===== src/rtl/prio_enc_pkg.sv =====
// Shared constants and helpers for the round-robin priority encoder.
// Mode encodings and the pointer wrap-increment live here.
package prio_enc_pkg;

    localparam logic MODE_FIXED = 1'b0;
    localparam logic MODE_RR    = 1'b1;

    function automatic int unsigned ptr_wrap_inc(
        input int unsigned p,
        input int unsigned n
    );
        return (p >= n - 1) ? 0 : p + 1;
    endfunction

endpackage


===== src/rtl/prio_encoder_rr_decoder.sv =====
// Combinational binary index to one-hot decoder.
// Indices at or beyond N decode to all-zero.
module onehot_decoder #(
    parameter int N = 16,
    parameter int W = $clog2(N)
) (
    input  logic [W-1:0] i_idx,
    output logic [N-1:0] o_onehot
);

    always_comb begin
        o_onehot = '0;
        for (int i = 0; i < N; i++) begin
            o_onehot[i] = (i_idx == W'(i));
        end
    end

endmodule


===== src/rtl/prio_encoder_rr.sv =====
// Registered fixed / round-robin priority encoder with a
// valid/ready input and a 1-deep output register.
module prio_encoder_rr
    import prio_enc_pkg::*;
#(
    parameter int N = 16,
    parameter int W = $clog2(N)
) (
    input  logic         clk,
    input  logic         rst_n,
    input  logic         mode,
    input  logic [N-1:0] req_in,
    input  logic         req_valid,
    output logic         req_ready,
    output logic         out_valid,
    input  logic         out_ready,
    output logic [W-1:0] idx_out,
    output logic [N-1:0] grant_out,
    output logic         none_out,
    output logic         multi_out
);

    logic         r_valid;
    logic [W-1:0] r_idx;
    logic         r_none;
    logic         r_multi;
    logic         r_hit;
    logic [W-1:0] r_ptr;

    logic [N-1:0]   w_hi_mask;
    logic [2*N-1:0] w_dbl;
    logic [W:0]     w_pos;
    logic [W:0]     w_rr_full;
    logic [W-1:0]   w_rr_idx;
    logic [W-1:0]   w_fix_idx;
    logic [W-1:0]   w_idx;
    logic           w_any;
    logic           w_multi;
    logic           w_accept;
    logic [N-1:0]   w_dec;

    assign req_ready = !r_valid || out_ready;
    assign w_accept  = req_valid && req_ready;
    assign w_any     = |req_in;
    assign w_multi   = |(req_in & (req_in - N'(1)));

    // Low half keeps bits at/above ptr, high half is the wrapped copy.
    always_comb begin
        w_hi_mask = '0;
        for (int i = 0; i < N; i++) begin
            w_hi_mask[i] = (W'(i) >= r_ptr);
        end
    end

    assign w_dbl = {req_in, req_in & w_hi_mask};

    always_comb begin
        w_pos = '0;
        for (int i = 2*N-1; i >= 0; i--) begin
            if (w_dbl[i]) w_pos = (W+1)'(i);
        end
    end

    always_comb begin
        if (w_pos >= (W+1)'(N)) w_rr_full = w_pos - (W+1)'(N);
        else                    w_rr_full = w_pos;
        w_rr_idx = w_rr_full[W-1:0];
    end

    always_comb begin
        w_fix_idx = '0;
        for (int i = N-1; i >= 0; i--) begin
            if (req_in[i]) w_fix_idx = W'(i);
        end
    end

    assign w_idx = (mode == MODE_RR) ? w_rr_idx : w_fix_idx;

    always_ff @(posedge clk or negedge rst_n) begin
        if (!rst_n) begin
            r_valid <= 1'b0;
            r_idx   <= '0;
            r_none  <= 1'b0;
            r_multi <= 1'b0;
            r_hit   <= 1'b0;
            r_ptr   <= '0;
        end else if (w_accept) begin
            r_valid <= 1'b1;
            r_idx   <= w_any ? w_idx : '0;
            r_none  <= !w_any;
            r_multi <= w_multi;
            r_hit   <= w_any;
            if (mode == MODE_RR && w_any) begin
                r_ptr <= W'(ptr_wrap_inc(32'(w_idx), N));
            end
        end else if (out_ready) begin
            r_valid <= 1'b0;
        end
    end

    onehot_decoder #(
        .N(N),
        .W(W)
    ) u_dec (
        .i_idx   (r_idx),
        .o_onehot(w_dec)
    );

    assign out_valid = r_valid;
    assign idx_out   = r_idx;
    assign none_out  = r_none;
    assign multi_out = r_multi;
    assign grant_out = r_hit ? w_dec : '0;

endmodule


===== config.mk =====
export PLATFORM = sky130hd
export DESIGN_NAME = prio_encoder_rr
export DESIGN_NICKNAME = d
export VERILOG_FILES = /design/src/rtl/prio_enc_pkg.sv /design/src/rtl/prio_encoder_rr_decoder.sv /design/src/rtl/prio_encoder_rr.sv
export SDC_FILE = /design/constraint.sdc
export NUM_CORES = 1
export LEC_CHECK = 0
export ABC_CLOCK_PERIOD_IN_PS = 3030
export CAP_MARGIN = 10
export CORE_MARGIN = 2
export CORE_UTILIZATION = 48
export CTS_CLUSTER_DIAMETER = 150
export DETAILED_ROUTE_END_ITERATION = 8
export PLACE_DENSITY = 0.82
export SETUP_SLACK_MARGIN = 0.2
export SLEW_MARGIN = 10
export SYNTH_ARGS = -nofsm -noshare
export SYNTH_HDL_FRONTEND = slang
export SYNTH_SLANG_ARGS = --single-unit

===== constraint.sdc =====
create_clock -name clk -period 3.03 [get_ports clk]
set_input_delay 0.606 -clock clk [delete_from_list [all_inputs] [get_ports clk]]
set_output_delay 0.606 -clock clk [all_outputs]
set_load 0.1 [all_outputs]

==> out/metrics.cfg, run 1 <==
[status]
status=finished clean

[job]
max-cap-violations=0

[logic_synthesis]
synthCells=213
ys_seq_area_frac=0.198
ys_warn_count=0
post_synth.cell_area_avg_um2=7.13
synth_seq_cells=12
netlist_area_um2=1520
synth_top_area_frac=0.198
synthTopCellsByArea=dfrtp_1 (20%), nor2_1 (5.7%), a21oi_1 (4.9%)
synthArstFlopShare=1.00
synth_fp_nets=235
synth_ff_type=dfrtp_1
synth_area_leader_cell=dfrtp_1
synth_edf_count=0
synth.distinct_cells=55

[setup_path]
cp_slowest_cell=a311oi_2
path_max_fanout=7
critPathTopFamily=compound AO/OA/AOI/OAI gates
crit_path_frequent_cell=buf_4
cp.required_ns=3.19
max_stage_delay_ns=0.37
path_cells=dlygate4sd2_1, buf_4, nand2_1, o211ai_1, buf_4, o41ai_2, a31oi_2, a311oi_2, ha_2, and3_4, or3_4, o221ai_2
end_kind=flop
worst-path-buf-inv=3
crit_arrival_ns=2.99
start_kind=input port
criticalPathCategory=in -> reg

[clock_network]
htree_levels=1
cts_tree=built
cts_root_buffer=clkbuf_4
hold_buffers=0
clockBufferDepth=2
cts_sinks=12
insertion_delay_ns=0.28
path_clk_slew_ns=0.08
cts-buffers-inserted=3

[power_and_ir_drop]
internal-power_uw=693
power.leakage_uw=0.00105
p_per_area_nw_per_um2=630
peakVddDrop_v=0.000681
power_frac_seq=0.209
p_clk_frac=0.081
share_comb_of_total_power=0.711
power_switching_uw=945
swShare=0.577

[placed_design]
placed_area_um2=2420
io_buffers=44
pre_cts_ws_ns=-0.369
place_hpwl_um=5030
place_congestion=0.976

[grt]
grt-ovfl-total=0
grt_usage=0.365
grt_pass1_vias=2039
grt_max_degree=15
antenna_found_initial=0
grt_pass1_wl_um=10000

[floorplanning]
fp.dieH_um=60.3
die_w_um=60.3
core-area_um2=3030
num_rows=20
die_area_um2=3630
start_util=0.502
pin_count=45

[layout]
drive_gt1_frac=0.459
area_delta_synth_final_pct=71.2
most-common-layout-cells=buf_4 (79), nand2_1 (20), nor2_1 (15), a21oi_1 (15)
nNetsFinal=326
stdcell_area_um2=2600
fillers=186
antennaDiodeCount=0
finish.utilization=0.859
final_common_cell=buf_4

[route]
drcViolationCount=0
drt_first_pass_iters=5
drtIter0Drc=245
vias_per_cell=6.42
vias=2228
wl_per_cell_um=18.8
ant_nets=0
wl_um=6510

[sta]
slew_headroom=0.618
worst_clock_skew_ns=0.00956
slew_viol_final=0
fmax_ghz=0.353
setup_ws_ns=0.199
period_needed_ns=2.83
min_period_over_period=0.934
tightest_slew_ns=0.571
tns_ns=0
finalSetupViolCount=0
hold_violations=0
rsz0062_at_grt=no

[min_path]
hold_class=reg -> reg

path summary, 6_finish.rpt:
path	to	slack, ns	cells past startpoint	from
max	r_ptr[3]$_DFFE_PN0P_	0.20	12	req_in[6]
min	none_out$_DFFE_PN0P_	0.52	2	none_out$_DFFE_PN0P_
max reg2reg	r_ptr[3]$_DFFE_PN0P_	0.26	11	r_ptr[2]$_DFFE_PN0P_
min reg2reg	none_out$_DFFE_PN0P_	0.52	2	none_out$_DFFE_PN0P_
max in group asynchronous	idx_out[0]$_DFFE_PN0P_	1.93	1	rst_n
min in group asynchronous	out_valid$_DFFE_PN0P_	0.68	1	rst_n
final cells by class:
cell class | count | area (um2) | area share
multi-input cells | 185 | 1410 | 0.543
inverters | 3 | 11.3 | 0.00433
flip-flops and latches | 12 | 305 | 0.117
well taps | 44 | 55.1 | 0.0212
repair buffers | 99 | 781 | 0.300
clock buffers | 4 | 36.3 | 0.0140
timing repair:
item / in CTS / in global routing
hold endpoints to repair: 0 / 0
endpoints found under the setup margin: 4 / 5
pin swaps: 10 / 7
setup buffers: 4 / 5
resized for setup: 33 / 12
power by group through the flow:
stage          combinational, uW  clock [uW]  sequential [uW]
6_report                    1160         132              342
5_1_grt                     1220         141              347
4_1_cts                     1100         131              337
2_1_floorplan                653           0              377
3_3_place_gp                1020           0              328
3_5_place_dp                1050           0              339
cells in the mapped netlist (4+ instances only):
library cell	n
or2_2	5
nand2_1	20
or3_1	4
a21oi_1	15
nor4_1	5
nor3_1	13
dfrtp_1	12
o21a_1	4
nor2_1	23
o21ai_0	13
nand2b_1	11
nand3_1	6
clkbuf_1	10
a21boi_0	4
state kept, by name, indices dropped and copies added (netlist names):
| signal | cells |
|---|---|
| idx_out | 4 |
| r_ptr | 4 |
| multi_out | 1 |
| none_out | 1 |
| out_valid | 1 |
| r_hit | 1 |
layer usage:
metal / vias up / GRT usage / share of wire
li1: 1006 / - / -
met1: 1039 / 0.477 / 0.38
met2: 156 / 0.598 / 0.49
met3: 27 / 0.0758 / 0.11
met4: 0 / 0.114 / 0.023
met5: - / 0 / 0
through the flow:
step                power [uW]  hold slack, ns  cells
finish                    1640           0.525    347
CTS                       1570           0.528    342
global route              1710           0.568    347
global placement          1350           0.481    334
detailed placement        1390           0.506    334
floorplan                 1030           0.310    213
cells by family after synthesis:
| group | share of synthesized area |
|---|---|
| AO/OA/AOI/OAI | 0.373 |
| XOR/XNOR | 0.00577 |
| adder cells (fa/ha/maj) | 0.0214 |
| buffers and inverters | 0.0461 |
| flip-flops | 0.198 |
| multiplexers | 0.00741 |
| AND/OR/NAND/NOR | 0.348 |
worst min-delay path: stages (launching register included):
cell and delay, ns:
dfrtp_1 0.37, a21oi_1 0.05, nor2_1 0.07
Note: power is estimated with default switching activity, not from simulation.
==> inputs of run 2 (changes only) <==
CORE_UTILIZATION = 64   (was 48)
DONT_BUFFER_PORTS = 1   (was not set)
PLACE_DENSITY = 0.81   (was 0.82)
SKIP_LAST_GASP = 1   (was not set)
==> run 2 against run 1 <==
Net effect: critical path type is now reg -> reg; global-route usage increased by 7.3 points; register-to-register slack got worse by 0.04 ns; fmax increased by 0.56%; non-clock buffer count decreased by 70; sequential power increased by 12%; clock power increased by 3%; clock skew decreased by 0.0038 ns; cell count decreased by 25%; via count decreased by 8.0%; worst setup slack improved by 0.016 ns; die area decreased by 23%; worst hold slack got worse by 0.085 ns.
==> out/metrics.cfg, run 2 (synthesis gave the netlist of run 1 again) <==
[route]
met3WireLength_um=844  ; was 740 um
ant_nets=0  ; unchanged
drcViolationCount=0  ; unchanged
vias=2050  ; was 2228
vias_per_cell=7.85  ; was 6.42
drtIter0Drc=178  ; was 245
wl_met1_um=1960  ; was 2450 um
routed.top_layer=met4  ; unchanged
drt_first_pass_iters=5  ; unchanged
wl_um=5990  ; was 6510 um
wl_per_cell_um=22.9  ; was 18.8 um
met2WireLength_um=2670  ; was 3160 um

[setup_path]
cp.required_ns=3.24  ; was 3.19 ns
reg2reg_slack_ns=0.22  ; was 0.26 ns
reg2reg_depth=10  ; was 11
criticalPathCategory=reg -> reg  ; was in -> reg
r2r_start=r_ptr[1]$_DFFE_PN0P_  ; was r_ptr[2]$_DFFE_PN0P_
r2r_end=r_ptr[3]$_DFFE_PN0P_  ; unchanged
start_kind=flop  ; was input port
end_kind=flop  ; unchanged
path_max_fanout=10  ; was 7
crit_arrival_ns=3.03  ; was 2.99 ns

[clock_network]
cts_tree=built  ; unchanged
cts-buffers-inserted=3  ; unchanged
path_clk_slew_ns=0.08  ; about the same
cts_root_buffer=clkbuf_4  ; unchanged
cts_sinks=12  ; unchanged
htree_levels=1  ; unchanged
clockBufferDepth=2  ; unchanged
insertion_delay_ns=0.29  ; was 0.28 ns

[grt]
grt_pass1_vias=1897  ; was 2039
antenna_found_initial=0  ; unchanged
grt_usage=0.438  ; was 0.365
grt_pass1_wl_um=8940  ; was 10000 um
grt_max_degree=13  ; was 15
grt-ovfl-total=0  ; unchanged

[floorplanning]
core-area_um2=2230  ; was 3030 um2
die_area_um2=2780  ; was 3630 um2
start_util=0.680  ; was 0.502
num_rows=17  ; was 20
fp.dieH_um=52.7  ; was 60.3 um
pin_count=45  ; unchanged
die_w_um=52.7  ; was 60.3 um

[layout]
drive_gt1_frac=0.322  ; was 0.459
area_delta_synth_final_pct=29.5  ; was 71.2%
most-common-layout-cells=buf_4 (28), nand2_1 (20), nor2_1 (18), a21oi_1 (15), o21ai_0 (12)  ; was buf_4 (79), nand2_1 (20), nor2_1 (15), a21oi_1 (15)
multi_input_area_um2=1360  ; was 1410 um2
antennaDiodeCount=0  ; unchanged
fillers=115  ; was 186
seq_area_um2=309  ; was 305 um2
final_common_cell=buf_4  ; unchanged
stdcell_area_um2=1970  ; was 2600 um2
nNetsFinal=256  ; was 326
final_cells=261  ; was 347

[placed_design]
place_congestion=1.06  ; was 0.976
placed_cells=254  ; was 334
place_hpwl_um=4200  ; was 5030 um
placed_area_um2=1870  ; was 2420 um2
io_buffers=0  ; was 44

[min_path]
min_path_cells=1  ; was 2
hold_end=out_valid$_DFFE_PN0P_  ; was none_out$_DFFE_PN0P_
hold_start=req_valid  ; was none_out$_DFFE_PN0P_
hold_class=in -> reg  ; was reg -> reg

[sta]
period_needed_ns=2.81  ; was 2.83 ns
hold_slack_ns=0.440  ; was 0.525 ns
slew_viol_final=0  ; unchanged
fmax_ghz=0.355  ; was 0.353 GHz
finalSetupViolCount=0  ; unchanged
worst_clock_skew_ns=0.00579  ; was 0.00956 ns
min_period_over_period=0.929  ; was 0.934
slew_headroom=0.386  ; was 0.618
rsz0062_at_grt=no  ; unchanged
tns_ns=0  ; unchanged
tightest_slew_ns=0.922  ; was 0.571 ns
hold_violations=0  ; unchanged

[status]
status=finished clean  ; unchanged

[power_and_ir_drop]
peakVddDrop_v=0.000661  ; was 0.000681 V
power.leakage_uw=0.000686  ; was 0.00105 uW
p_per_area_nw_per_um2=739  ; was 630 nW/um2
power_uw=1450  ; was 1640 uW

[job]
max-cap-violations=0  ; unchanged

[run 2: cell types whose count changed in the layout (fill, tap and decap cells not counted), moves of 3 or more]
cell / previous run / this run
buf_4: 79 / 28
clkdlybuf4s50_1: 11 / 0
buf_2: 3 / 0
dfrtp_1: 8 / 5
dfrtp_2: 4 / 7
dlygate4sd2_1: 3 / 0
nor2_1: 15 / 18
nor2_2: 4 / 1
[run 2: worst max path at each step]
stage	from	endpoint	slack (ns)	cells past startpoint
2_1_floorplan	req_in[8]	r_ptr[3]$_DFFE_PN0P_	0.21	8
3_3_place_gp	req_in[8]	r_ptr[3]$_DFFE_PN0P_	0.27	7
3_5_place_dp	r_ptr[1]$_DFFE_PN0P_	r_ptr[3]$_DFFE_PN0P_	0.10	11
4_1_cts	r_ptr[1]$_DFFE_PN0P_	r_ptr[3]$_DFFE_PN0P_	0.24	11
5_1_grt	r_ptr[1]$_DFFE_PN0P_	r_ptr[3]$_DFFE_PN0P_	0.18	10
6_report	r_ptr[1]$_DFFE_PN0P_	r_ptr[3]$_DFFE_PN0P_	0.22	10
[run 2: area by class of cell]
type	count	area share
clock buffers	4	0.0184
multi-input cells	185	0.689
repair buffers	29	0.112
inverters	3	0.00573
well taps	28	0.0178
flip-flops and latches	12	0.157
[run 2: repair_timing]
item / 4_1_cts / 5_1_grt
hold endpoints to repair: 0 / 12
setup buffers: 1 / 1
setup endpoints to repair: 3 / 3
hold buffers: 0 / 1
gates resized for setup: 1 / 11
pin swaps: 1 / 1
[run 2: critical path: stages, from the launching register on]
cell,delay (ns)
dfrtp_2,0.51
buf_4,0.21
nand2_1,0.16
o221ai_1,0.40
o311a_1,0.25
o41a_1,0.19
inv_1,0.09
ha_2,0.20
and3_1,0.17
or3_1,0.39
o221ai_2,0.17
[run 2: power breakdown]
part | switching, uW | total, uW | internal, uW
logic | 649 | 933 | 285
registers | 179 | 383 | 204
clock network | 62.7 | 136 | 73.3
[run 2: routing by layer]
layer | up-vias | GRT usage
met4 | 0 | 0.325
li1 | 863 | -
met3 | 60 | 0.0886
met2 | 233 | 0.713
met5 | - | 0
met1 | 894 | 0.501
[run 2: through the flow]
| step | util | setup WS [ns] |
|---|---|---|
| floorplan | - | 0.214 |
| global placement | 0.839 | 0.267 |
| detailed placement | 0.839 | 0.101 |
| CTS | 0.862 | 0.243 |
| global route | 0.881 | 0.181 |
| finish | 0.881 | 0.215 |
==> inputs of run 3 (changes only) <==
ABC_CLOCK_PERIOD_IN_PS = 2300   (was 3030)
CORE_MARGIN = 8   (was 2)
CORE_UTILIZATION = 57   (was 64)
PLACE_DENSITY = not set   (was 0.81)
PLACE_DENSITY_LB_ADDON = 0.12   (was not set)
clock period = 2.3 ns   (was 3.03 ns; I/O delays follow)
==> run 3 against run 2 <==
Net effect: the run now fails in clock tree synthesis; synthesized cell count is the same; synthesized area stayed put.
==> out/metrics.cfg, run 3 <==
[placed_design]
place_congestion=1.13  ; was 1.06
placed_area_um2=2320  ; was 1870 um2
io_buffers=0  ; unchanged
place_hpwl_um=5610  ; was 4200 um

[clock_network]
cts_sinks=12  ; unchanged
cts_root_buffer=clkbuf_4  ; unchanged
hold_buffers=1  ; was 0
cts-buffers-inserted=3  ; unchanged
htree_levels=1  ; unchanged
clockBufferDepth=2  ; unchanged
postCtsSetupBuffers=7  ; was 1
ctsResizeCount=37  ; was 1

[status]
lastStage=clock tree synthesis
tool.error=[ERROR DPL-0038] Utilization greater than 100%, impossible to legalize
status=did not finish  ; was finished clean

[floorplanning]
die_w_um=67.6  ; was 52.7 um
start_util=0.608  ; was 0.680
pin_count=45  ; unchanged
fp.dieH_um=67.6  ; was 52.7 um
num_rows=18  ; was 17

[logic_synthesis]
synth_ff_type=dfrtp_1  ; unchanged
ys_warn_count=0  ; unchanged
synth.most_common_cell=nor2_1  ; unchanged
muxShareOfSynthArea=0.00741  ; unchanged
synth-xor-area-share=0.00577  ; unchanged
synthTopCellsByArea=dfrtp_1 (20%), nor2_1 (5.7%), a21oi_1 (4.9%)  ; unchanged
synth_fp_nets=235  ; unchanged
synth_edf_count=0  ; unchanged
netlist_area_um2=1520  ; unchanged
synth-compound-area-share=0.373  ; unchanged
synth_top_family_by_area=compound AO/OA/AOI/OAI gates  ; unchanged
ys_seq_area_frac=0.198  ; unchanged
synthArstFlopShare=1.00  ; unchanged
synth.distinct_cells=55  ; unchanged
synth.top_cells.by_count=nor2_1 (23), nand2_1 (20), a21oi_1 (15), nor3_1 (13), o21ai_0 (13)  ; unchanged
synthSimpleGateAreaFrac=0.348  ; unchanged
post_synth.cell_area_avg_um2=7.13  ; unchanged
synthCells=213  ; unchanged
synth_top_area_frac=0.198  ; unchanged
synthAdderAreaFrac=0.0214  ; unchanged
synth_area_leader_cell=dfrtp_1  ; unchanged
synth_seq_cells=12  ; unchanged

run 3: stage by stage:
stage	TNS [ns]	util	std cells	hold slack, ns	setup slack [ns]
after floorplan	-1.26	-	213	0.164	-0.308
after global placement	-0.984	0.929	287	0.165	-0.299
after detailed placement	-1.37	0.929	287	0.165	-0.428
run 3: logic make-up after synthesis:
| kind of cell | after synthesis |
|---|---|
| and+or+nand+nor | 102 |
| AOI/OAI and AO/OA | 78 |
| buffers and inverters | 16 |
| DFF | 12 |
| adders and majority gates | 3 |
| xor gates and xnor gates | 1 |
| muxes | 1 |
==> inputs of run 4 (changes only) <==
ABC_CLOCK_PERIOD_IN_PS = 2990   (was 2300)
CORE_UTILIZATION = 40   (was 57)
CTS_CLUSTER_DIAMETER = not set   (was 150)
PLACE_DENSITY_LB_ADDON = 0.15   (was 0.12)
SETUP_SLACK_MARGIN = not set   (was 0.2)
clock period = 2.99 ns   (was 2.3 ns; I/O delays follow)
==> run 4 against run 3 <==
Net effect: the run now ends clean.
==> out/metrics.cfg, run 4 (synthesis gave the netlist of run 1 again) <==
[placed_design]
place_congestion=0.984  ; was 1.13
pre_cts_ws_ns=0.0763  ; was -0.428 ns
io_buffers=0  ; unchanged
place_hpwl_um=4480  ; was 5610 um
placed_cells=280  ; was 287
placed_area_um2=2090  ; was 2320 um2

[route]
drt_first_pass_iters=5
drcViolationCount=0
drtIter0Drc=178
vias=1900
vias_per_cell=6.69
wl_per_cell_um=19.2
ant_nets=0
wl_um=5460

[sta]
tightest_slew_ns=0.906
hold_violations=0
period_needed_ns=2.91
finalSetupViolCount=0
rsz0062_at_grt=no
setup_ws_ns=0.0850
worst_clock_skew_ns=0.00409
min_period_over_period=0.972
slew_viol_final=0
slew_headroom=0.396
fmax_ghz=0.344

[setup_path]
critPathTopFamily=simple AND/OR/NAND/NOR gates
path_cells=nand2b_1, or3b_2, o311ai_0, o41ai_1, a31oi_1, a311oi_1, ha_1, and3_1, or3_1, o221ai_2
reg2reg_slack_ns=0.08
crit_arrival_ns=3.06
end_kind=flop
path_max_fanout=7
criticalPathCategory=reg -> reg
start_kind=flop
cp_slowest_cell=dfrtp_1
r2r_start=r_ptr[0]$_DFFE_PN0P_
worst-path-buf-inv=0
cp.required_ns=3.15
reg2reg_depth=10
r2r_end=r_ptr[3]$_DFFE_PN0P_
max_stage_delay_ns=0.47

[power_and_ir_drop]
power_uw=1470
peakVddDrop_v=0.000333
p_per_area_nw_per_um2=684
power.leakage_uw=0.000746

[grt]
grt-ovfl-total=0
grt_pass1_wl_um=9280
grt_usage=0.184
grt_pass1_vias=1804
grt_max_degree=14
antenna_found_initial=0

[layout]
drive_gt1_frac=0.280
area_delta_synth_final_pct=41.0
stdcell_area_um2=2140
nNetsFinal=259
finish.utilization=0.585
final_common_cell=nand2_1
fillers=321
final_cells=284
most-common-layout-cells=nand2_1 (20), nor2_1 (18), buf_4 (18), a21oi_1 (15), buf_12 (14)
antennaDiodeCount=0

[floorplanning]
die_w_um=77.6  ; was 67.6 um
die_area_um2=6020
fp.dieH_um=77.6  ; was 67.6 um
num_rows=22  ; was 18
pin_count=45  ; unchanged
core-area_um2=3660
start_util=0.415  ; was 0.608

[job]
max-cap-violations=0

[clock_network]
path_clk_slew_ns=0.06
hold_buffers=0  ; was 1
htree_levels=1  ; unchanged
cts_root_buffer=clkbuf_8  ; was clkbuf_4
clockBufferDepth=2  ; unchanged
insertion_delay_ns=0.24
cts-buffers-inserted=3  ; unchanged
cts_tree=built
cts_sinks=12  ; unchanged

[status]
status=finished clean  ; was did not finish

[min_path]
hold_class=in -> async

run 4: worst reg2reg max path, stage by stage, from the launching register on:
cell      delay (ns)
dfrtp_1         0.47
nand2b_1        0.25
or3b_2          0.46
o311ai_0        0.12
o41ai_1         0.17
a31oi_1         0.24
a311oi_1        0.14
ha_1            0.27
and3_1          0.16
or3_1           0.38
o221ai_2        0.18
run 4: layout make-up:
| cell class | instances | area (um2) | share of cell area |
|---|---|---|---|
| sequential | 12 | 302 | 0.141 |
| tap | 48 | 60.1 | 0.0280 |
| inverter | 3 | 11.3 | 0.00526 |
| clock buffer | 4 | 55.1 | 0.0257 |
| multi-input combinational | 185 | 1300 | 0.606 |
| timing repair buffer | 32 | 415 | 0.194 |
run 4: per-stage QoR:
step                      hold WS [ns]  TNS (ns)
after floorplan                  0.302     -5.24
after global placement           0.303         0
after detailed placement         0.303         0
after CTS                       0.0401         0
after global routing            0.0341         0
final                           0.0464         0
run 4: per-layer routing:
layer  share of wire  vias to the layer above  track usage
met3            0.11                       12       0.0576
met4           0.021                        0       0.0698
met2            0.45                      122        0.279
met1            0.42                      891        0.236
met5               0                        -            0
li1                -                      875            -
run 4: what timing repair did:
item / 4_1_cts / 5_1_grt
resized for setup: 0 / 1
buffers inserted: 0 / 0
setup endpoints to repair: 0 / 1
run 4: how the worst max path moves through the flow:
stage | startpoint | endpoint | slack (ns) | depth (start not counted)
floorplan | idx_out[1]$_DFFE_PN0P_ | grant_out[11] | -0.54 | 3
global placement | req_in[8] | r_ptr[3]$_DFFE_PN0P_ | 0.13 | 7
detailed placement | req_in[8] | r_ptr[3]$_DFFE_PN0P_ | 0.08 | 7
CTS | r_ptr[0]$_DFFE_PN0P_ | r_ptr[3]$_DFFE_PN0P_ | 0.07 | 11
global route | r_ptr[0]$_DFFE_PN0P_ | r_ptr[3]$_DFFE_PN0P_ | 0.02 | 10
finish | r_ptr[0]$_DFFE_PN0P_ | r_ptr[3]$_DFFE_PN0P_ | 0.08 | 10
run 4: where the power goes:
| part | switching (uW) | internal [uW] |
|---|---|---|
| Combinational | 646 | 315 |
| Clock | 61.7 | 116 |
| Sequential | 124 | 203 |
| Total | 832 | 634 |
